--- src/rtl/doorlock_pkg.sv ---
// Shared types and helpers for the keypad door lock: FSM state encoding and digit decoding.

package doorlock_pkg;

  typedef enum logic [2:0] {
    S_IDLE    = 3'd0,
    S_ENTRY   = 3'd1,
    S_OPEN    = 3'd2,
    S_PROG    = 3'd3,
    S_LOCKOUT = 3'd4
  } state_t;

  localparam int unsigned DigitW = 4;

  // Index of the highest set bit; only meaningful when the input is one-hot.
  function automatic logic [DigitW-1:0] onehot_to_digit(input logic [9:0] oh);
    logic [DigitW-1:0] d;
    d = '0;
    for (int i = 0; i < 10; i++) begin
      if (oh[i]) d = DigitW'(i);
    end
    return d;
  endfunction

endpackage

--- src/rtl/doorlock_ctrl_keypad_decode.sv ---
// Combinational decode of the ten digit keys into a single digit value plus validity flags.

module keypad_decode
  import doorlock_pkg::*;
(
  input  logic [9:0]        i_bt,
  output logic              o_digit_valid,
  output logic [DigitW-1:0] o_digit,
  output logic              o_multi_press
);

  logic w_any;
  logic w_onehot;

  assign w_any         = (i_bt != 10'd0);
  assign w_onehot      = w_any && ((i_bt & (i_bt - 10'd1)) == 10'd0);
  assign o_digit_valid = w_onehot;
  assign o_multi_press = w_any && !w_onehot;
  assign o_digit       = onehot_to_digit(i_bt);

endmodule

--- src/rtl/doorlock_ctrl.sv ---
// Keypad door-lock sequencer: code entry and verify, timed unlock, failed-attempt lockout
// and in-place reprogramming of the stored code.

module doorlock_ctrl
  import doorlock_pkg::*;
#(
  parameter int unsigned            DIGITS         = 4,
  parameter logic [DIGITS*4-1:0]    DEFAULT_CODE   = 16'h1277,
  parameter int unsigned            MAX_FAIL       = 3,
  parameter int unsigned            UNLOCK_CYCLES  = 50,
  parameter int unsigned            LOCKOUT_CYCLES = 200,
  parameter int unsigned            TIMEOUT_CYCLES = 100
) (
  input  logic                              clk,
  input  logic                              n_rst,
  input  logic [9:0]                        bt,
  input  logic                              btstar,
  input  logic                              btsharp,
  output logic                              led,
  output logic                              locked_out,
  output logic                              prog_mode,
  output logic                              err,
  output logic                              ok,
  output logic [$clog2(MAX_FAIL+1)-1:0]     fail_cnt
);

  localparam int unsigned CodeW  = DIGITS * DigitW;
  localparam int unsigned FailW  = $clog2(MAX_FAIL + 1);
  localparam int unsigned CntW   = $clog2(DIGITS + 1);
  localparam int unsigned MaxUL  = (UNLOCK_CYCLES > LOCKOUT_CYCLES) ? UNLOCK_CYCLES
                                                                    : LOCKOUT_CYCLES;
  localparam int unsigned MaxCyc = (MaxUL > TIMEOUT_CYCLES) ? MaxUL : TIMEOUT_CYCLES;
  localparam int unsigned TimerW = $clog2(MaxCyc + 1);

  // Loads are N-1 because the zero cycle itself counts toward the interval.
  localparam logic [TimerW-1:0] TimeoutLoad = TimerW'(TIMEOUT_CYCLES - 1);
  localparam logic [TimerW-1:0] UnlockLoad  = TimerW'(UNLOCK_CYCLES - 1);
  localparam logic [TimerW-1:0] LockoutLoad = TimerW'(LOCKOUT_CYCLES - 1);
  localparam logic [TimerW-1:0] TimerOne    = TimerW'(1);
  localparam logic [CntW-1:0]   CntFull     = CntW'(DIGITS);
  localparam logic [CntW-1:0]   CntOne      = CntW'(1);
  localparam logic [FailW-1:0]  FailMax     = FailW'(MAX_FAIL);
  localparam logic [FailW-1:0]  FailOne     = FailW'(1);

  state_t             r_state, w_state_d;
  logic [CodeW-1:0]   r_buf, w_buf_d;
  logic [CntW-1:0]    r_cnt, w_cnt_d;
  logic               r_ovf, w_ovf_d;
  logic [TimerW-1:0]  r_timer, w_timer_d;
  logic [CodeW-1:0]   r_code, w_code_d;
  logic [FailW-1:0]   r_fail, w_fail_d;
  logic               r_led, r_locked, r_prog, r_err, r_ok;
  logic               w_err_d, w_ok_d;

  logic               w_digit_valid;
  logic [DigitW-1:0]  w_digit;
  logic               w_multi_press;
  logic               w_key_star, w_key_sharp, w_key_dig;
  logic               w_full_ok;
  logic [CodeW-1:0]   w_buf_shift;
  logic [FailW-1:0]   w_fail_inc;
  logic [TimerW-1:0]  w_timer_dec;

  keypad_decode u_keypad_decode (
    .i_bt          (bt),
    .o_digit_valid (w_digit_valid),
    .o_digit       (w_digit),
    .o_multi_press (w_multi_press)
  );

  assign w_key_star  = btstar;
  assign w_key_sharp = btsharp & ~btstar;
  assign w_key_dig   = w_digit_valid & ~w_multi_press & ~btstar & ~btsharp;

  assign w_full_ok   = (r_cnt == CntFull) && !r_ovf;
  assign w_buf_shift = {r_buf[CodeW-DigitW-1:0], w_digit};
  assign w_fail_inc  = (r_fail == FailMax) ? r_fail : r_fail + FailOne;
  assign w_timer_dec = (r_timer == '0) ? '0 : r_timer - TimerOne;

  always_comb begin
    w_state_d = r_state;
    w_buf_d   = r_buf;
    w_cnt_d   = r_cnt;
    w_ovf_d   = r_ovf;
    w_timer_d = r_timer;
    w_code_d  = r_code;
    w_fail_d  = r_fail;
    w_err_d   = 1'b0;
    w_ok_d    = 1'b0;

    case (r_state)
      S_IDLE: begin
        if (w_key_dig) begin
          w_buf_d   = {{(CodeW-DigitW){1'b0}}, w_digit};
          w_cnt_d   = CntOne;
          w_ovf_d   = 1'b0;
          w_timer_d = TimeoutLoad;
          w_state_d = S_ENTRY;
        end
      end

      S_ENTRY, S_PROG: begin
        if (w_key_star) begin
          w_buf_d   = '0;
          w_cnt_d   = '0;
          w_ovf_d   = 1'b0;
          w_timer_d = '0;
          w_state_d = S_IDLE;
          if (r_state == S_PROG) begin
            if (w_full_ok) begin
              w_code_d = r_buf;
              w_ok_d   = 1'b1;
            end else begin
              w_err_d  = 1'b1;
            end
          end else if (w_full_ok && (r_buf == r_code)) begin
            w_fail_d  = '0;
            w_timer_d = UnlockLoad;
            w_state_d = S_OPEN;
          end else begin
            w_err_d  = 1'b1;
            w_fail_d = w_fail_inc;
            if (w_fail_inc == FailMax) begin
              w_timer_d = LockoutLoad;
              w_state_d = S_LOCKOUT;
            end
          end
        end else if (w_key_dig) begin
          // A digit past the full length poisons the attempt but keeps the buffer.
          if (r_cnt < CntFull) begin
            w_buf_d = w_buf_shift;
            w_cnt_d = r_cnt + CntOne;
          end else begin
            w_ovf_d = 1'b1;
          end
          w_timer_d = TimeoutLoad;
        end else if (r_timer == '0) begin
          w_buf_d   = '0;
          w_cnt_d   = '0;
          w_ovf_d   = 1'b0;
          w_state_d = S_IDLE;
        end else begin
          w_timer_d = w_timer_dec;
        end
      end

      S_OPEN: begin
        if (w_key_star) begin
          w_timer_d = '0;
          w_state_d = S_IDLE;
        end else if (w_key_sharp) begin
          w_buf_d   = '0;
          w_cnt_d   = '0;
          w_ovf_d   = 1'b0;
          w_timer_d = TimeoutLoad;
          w_state_d = S_PROG;
        end else if (r_timer == '0) begin
          w_state_d = S_IDLE;
        end else begin
          w_timer_d = w_timer_dec;
        end
      end

      S_LOCKOUT: begin
        if (r_timer == '0) begin
          w_fail_d  = '0;
          w_state_d = S_IDLE;
        end else begin
          w_timer_d = w_timer_dec;
        end
      end

      default: begin
        w_buf_d   = '0;
        w_cnt_d   = '0;
        w_ovf_d   = 1'b0;
        w_timer_d = '0;
        w_state_d = S_IDLE;
      end
    endcase
  end

  always_ff @(posedge clk or negedge n_rst) begin
    if (!n_rst) begin
      r_state  <= S_IDLE;
      r_buf    <= '0;
      r_cnt    <= '0;
      r_ovf    <= 1'b0;
      r_timer  <= '0;
      r_code   <= DEFAULT_CODE;
      r_fail   <= '0;
      r_led    <= 1'b0;
      r_locked <= 1'b0;
      r_prog   <= 1'b0;
      r_err    <= 1'b0;
      r_ok     <= 1'b0;
    end else begin
      r_state  <= w_state_d;
      r_buf    <= w_buf_d;
      r_cnt    <= w_cnt_d;
      r_ovf    <= w_ovf_d;
      r_timer  <= w_timer_d;
      r_code   <= w_code_d;
      r_fail   <= w_fail_d;
      r_led    <= (w_state_d == S_OPEN);
      r_locked <= (w_state_d == S_LOCKOUT);
      r_prog   <= (w_state_d == S_PROG);
      r_err    <= w_err_d;
      r_ok     <= w_ok_d;
    end
  end

  assign led        = r_led;
  assign locked_out = r_locked;
  assign prog_mode  = r_prog;
  assign err        = r_err;
  assign ok         = r_ok;
  assign fail_cnt   = r_fail;

endmodule

--- config.mk ---
export PLATFORM = sky130hd
export DESIGN_NAME = doorlock_ctrl
export DESIGN_NICKNAME = d
export VERILOG_FILES = /design/src/rtl/doorlock_pkg.sv /design/src/rtl/doorlock_ctrl_keypad_decode.sv /design/src/rtl/doorlock_ctrl.sv
export SDC_FILE = /design/constraint.sdc
export NUM_CORES = 1
export LEC_CHECK = 0
export CAP_MARGIN = 25
export CORE_UTILIZATION = 53
export DETAILED_ROUTE_END_ITERATION = 8
export PLACE_DENSITY = 0.76
export SLEW_MARGIN = 20
export SYNTH_ARGS = -nofsm -noshare
export SYNTH_HDL_FRONTEND = slang
export SYNTH_HIERARCHICAL = 1
export SYNTH_SLANG_ARGS = --single-unit
export TNS_END_PERCENT = 1
--- constraint.sdc ---
create_clock -name clk -period 2.1 [get_ports clk]
set_input_delay 0.21 -clock clk [delete_from_list [all_inputs] [get_ports clk]]
set_output_delay 0.21 -clock clk [all_outputs]
set_load 0.01 [all_outputs]
==> results_dict.tcl <==
set metrics [dict create \
    grt_pass1_wl_mm 11.9 \
    seqCellArea_mm2 0.00136 \
    slew_viol_final 0 \
    hold_class "in -> async" \
    num_vias 2724 \
    clock_latency_ns 0.31 \
    power.density_mw_per_mm2 756 \
    ir_drop_uv 464 \
    yosys.area_share.simple 0.223 \
    dp_cells 455 \
    overflow 0 \
    grt_pass1_vias 2693 \
    rsz0062_at_grt "true" \
    tightest_slew_ns 0.412 \
    finalPower_mw 3.03 \
    fmax_mhz 361 \
    status "complete, but fails checks" \
    dieArea_mm2 0.00612 \
    synth_fa_ha_area_frac 0.0195 \
    io_pins 21 \
    place_congestion 0.958 \
    synth_area_per_cell_um2 9.11 \
    relSlewSlack 0.718 \
    core_area_mm2 0.00554 \
    wl_per_cell_um 14.9 \
    drtIter0Drc 309 \
    finalCritPeriodShare 1.32 \
    track_usage 0.245 \
    layout_setup_ws_ns -0.667 \
    clk_pin_slew_ns 0.11 \
    netlist_area_mm2 0.00308 \
    synth_top_family_by_area "simple AND/OR/NAND/NOR gates" \
    cpMaxStageDelayCell "or4_4" \
    stdcell_count 473 \
    die_width_um 78.2 \
    synth_commonest_cells "nand2_1, dfrtp_1, a21oi_1" \
    dpl.hpwl_mm 4.92 \
    slowest_delay_ns 0.52 \
    violations "negative setup slack" \
    cts_made_buffers 5 \
    tns_ns -19.14 \
    yosys-top-cells-area "dfrtp_1, dfstp_2, nand2_1" \
    antenna_cells 0 \
    worstPathArrival_ns 2.99 \
    clock_skew_ns 0.00852 \
    ant_nets 0 \
    critPathRequiredTime_ns 2.32 \
    path_buf_inv 2 \
    path_class "in -> reg" \
    start_util 0.556 \
    multi_input_area_mm2 0.00176 \
    start_kind "input port" \
    cts_sinks 54 \
    ys_seq_area_frac 0.442 \
    ys_warn_count 6 \
    timing.final.hold_violations 0 \
    die_h_um 78.2 \
    synth_nets 356 \
    synth_mux_area_frac 0.0650 \
    clock_path_buffers 2 \
    cts_tree "done" \
    synth_ff_type "dfrtp_1" \
    synth_most_common_cell "nand2_1" \
    syn-instance-count 338 \
    synth_xor_area_frac 0.0512 \
    drt_first_pass_iters 4 \
    drive_gt1_frac 0.292 \
    finalWirelength_mm 7.03 \
    crit_chain "buf_6, or4_4, or3_4, o41ai_2, o21ai_1, or2_4, nor3b_2, buf_4, nor2_2, and2_1, or4_1, o311ai_1" \
    n_fill_cell 396 \
    synthToLayoutAreaGrowth_pct 30.0 \
    endpoint_kind "register" \
    leakagePower_nw 1.82 \
    portBuffers 20 \
    grt_max_degree 49 \
    cap_violations 0 \
    nNetsFinal 418 \
    yosys.cell_types.count 61 \
    cts.htree.levels 2 \
    synth_edf_count 0 \
    viasPerCell 5.76 \
    antenna_found_initial 0 \
    synth_compound_area_frac 0.158 \
    crit_family "simple AND/OR/NAND/NOR gates" \
    yosysTopAreaCell "dfrtp_1" \
    synth_top_area_share 0.374 \
    ys_ff_latch 54 \
    setup_viol 32 \
    drcViolationCount 0 \
    async_flop_share 1.00 \
    placementRows 27 \
    period_needed_ns 2.77 \
    cts_root_buf "clkbuf_8" \
    crit_fanout 6 \
]
## metal layers
metal  wire length (µm)  GRT usage  part of all wire  vias up
li1                   -          -                 -     1320
met1               3080      0.310              0.44     1311
met2               3530      0.420              0.50       76
met3                280     0.0419             0.040       17
met4                136     0.0870             0.019        0
met5                  0          0                 0        -
## final timing paths
check                                        from                      to  slack (ns)  depth (start not counted)
max                                         bt[0]  r_timer[1]$_DFFE_PN0N_       -0.67                         12
min                                         n_rst  r_timer[1]$_DFFE_PN0N_        0.26                          2
max in group asynchronous                   n_rst   r_code[0]$_DFFE_PN1P_        1.28                          3
max reg2reg                r_timer[0]$_DFFE_PN0N_  r_timer[1]$_DFFE_PN0N_       -0.15                          8
min reg2reg                r_code[10]$_DFFE_PN0P_  r_code[10]$_DFFE_PN0P_        0.52                          1
min in group clk                            bt[3]    r_buf[1]$_DFFE_PN0P_        0.48                          6
## layout by cell type (no fill, tap or decap), types with 3 or more instances in the layout
cell type        instances
a21oi_2                  9
nand2_2                  3
o21ai_2                  3
nand2b_1                 3
mux2_2                   7
ha_1                     4
a21oi_1                 19
dfrtp_1                 46
nand3b_1                 3
nor3_1                   8
o21ai_0                  5
o21ai_1                 25
or3_1                    4
buf_12                   5
xnor2_1                  4
xor2_1                  14
clkbuf_8                 5
inv_1                   12
dfstp_2                  8
mux2_1                   9
clkdlybuf4s50_1         15
buf_4                   42
nand2_1                 53
nor4b_4                  3
nor2_1                  21
nand3_1                  7
buf_2                    3
## registers in the layout (all words and copies together), names as in the netlist
name,cells
err,1
fail_cnt,2
led,1
locked_out,1
ok,1
prog_mode,1
r_buf,16
r_cnt,3
r_code,16
r_ovf,1
r_state,3
r_timer,8
## repair_timing
| action | in CTS | in global routing |
|---|---|---|
| buffers inserted | 4 | 4 |
| setup endpoints to repair | 32 | 36 |
| pin swaps | 21 | 16 |
| resized for setup | 39 | 17 |
| cloned | 0 | 1 |
| hold buffers | 1 | 0 |
| hold endpoints to repair | 6 | 0 |
## layout make-up
class	instances	area share
Multi-Input combinational cell	257	0.440
Sequential cell	54	0.340
Timing Repair Buffer	70	0.162
Tap cell	72	0.0225
Clock buffer	5	0.0172
Inverter	12	0.0113
Clock inverter	3	0.00719
## through the flow
step           setup slack (ns)  utilization  hold slack (ns)  cell area [µm²]
2_1_floorplan            -0.807            -          -0.0856             3100
3_3_place_gp              -1.25        0.660           0.0653             3650
3_5_place_dp              -1.39        0.660           0.0638             3650
4_1_cts                  -0.768        0.699            0.252             3870
5_1_grt                  -0.735        0.722            0.270             4000
6_report                 -0.667        0.722            0.261             4000
## power breakdown
group / total (mW) / switching (mW) / leakage (nW) / internal, mW
logic: 1.14 / 0.586 / 1.07 / 0.553
clock network: 0.627 / 0.376 / 0.0506 / 0.250
registers: 1.26 / 0.125 / 0.695 / 1.14
total: 3.03 / 1.09 / 1.82 / 1.94
## cells by family (layout without fill, tap and decap cells)
logic type	after synthesis	count (layout)
and+or+nand+nor	134	134
AOI/OAI and AO/OA	82	82
DFF	54	54
buffers and inverters	27	90
xor gates and xnor gates	18	18
muxes	18	18
adders and majority gates	5	5
Power figures use the tool's default switching activity.
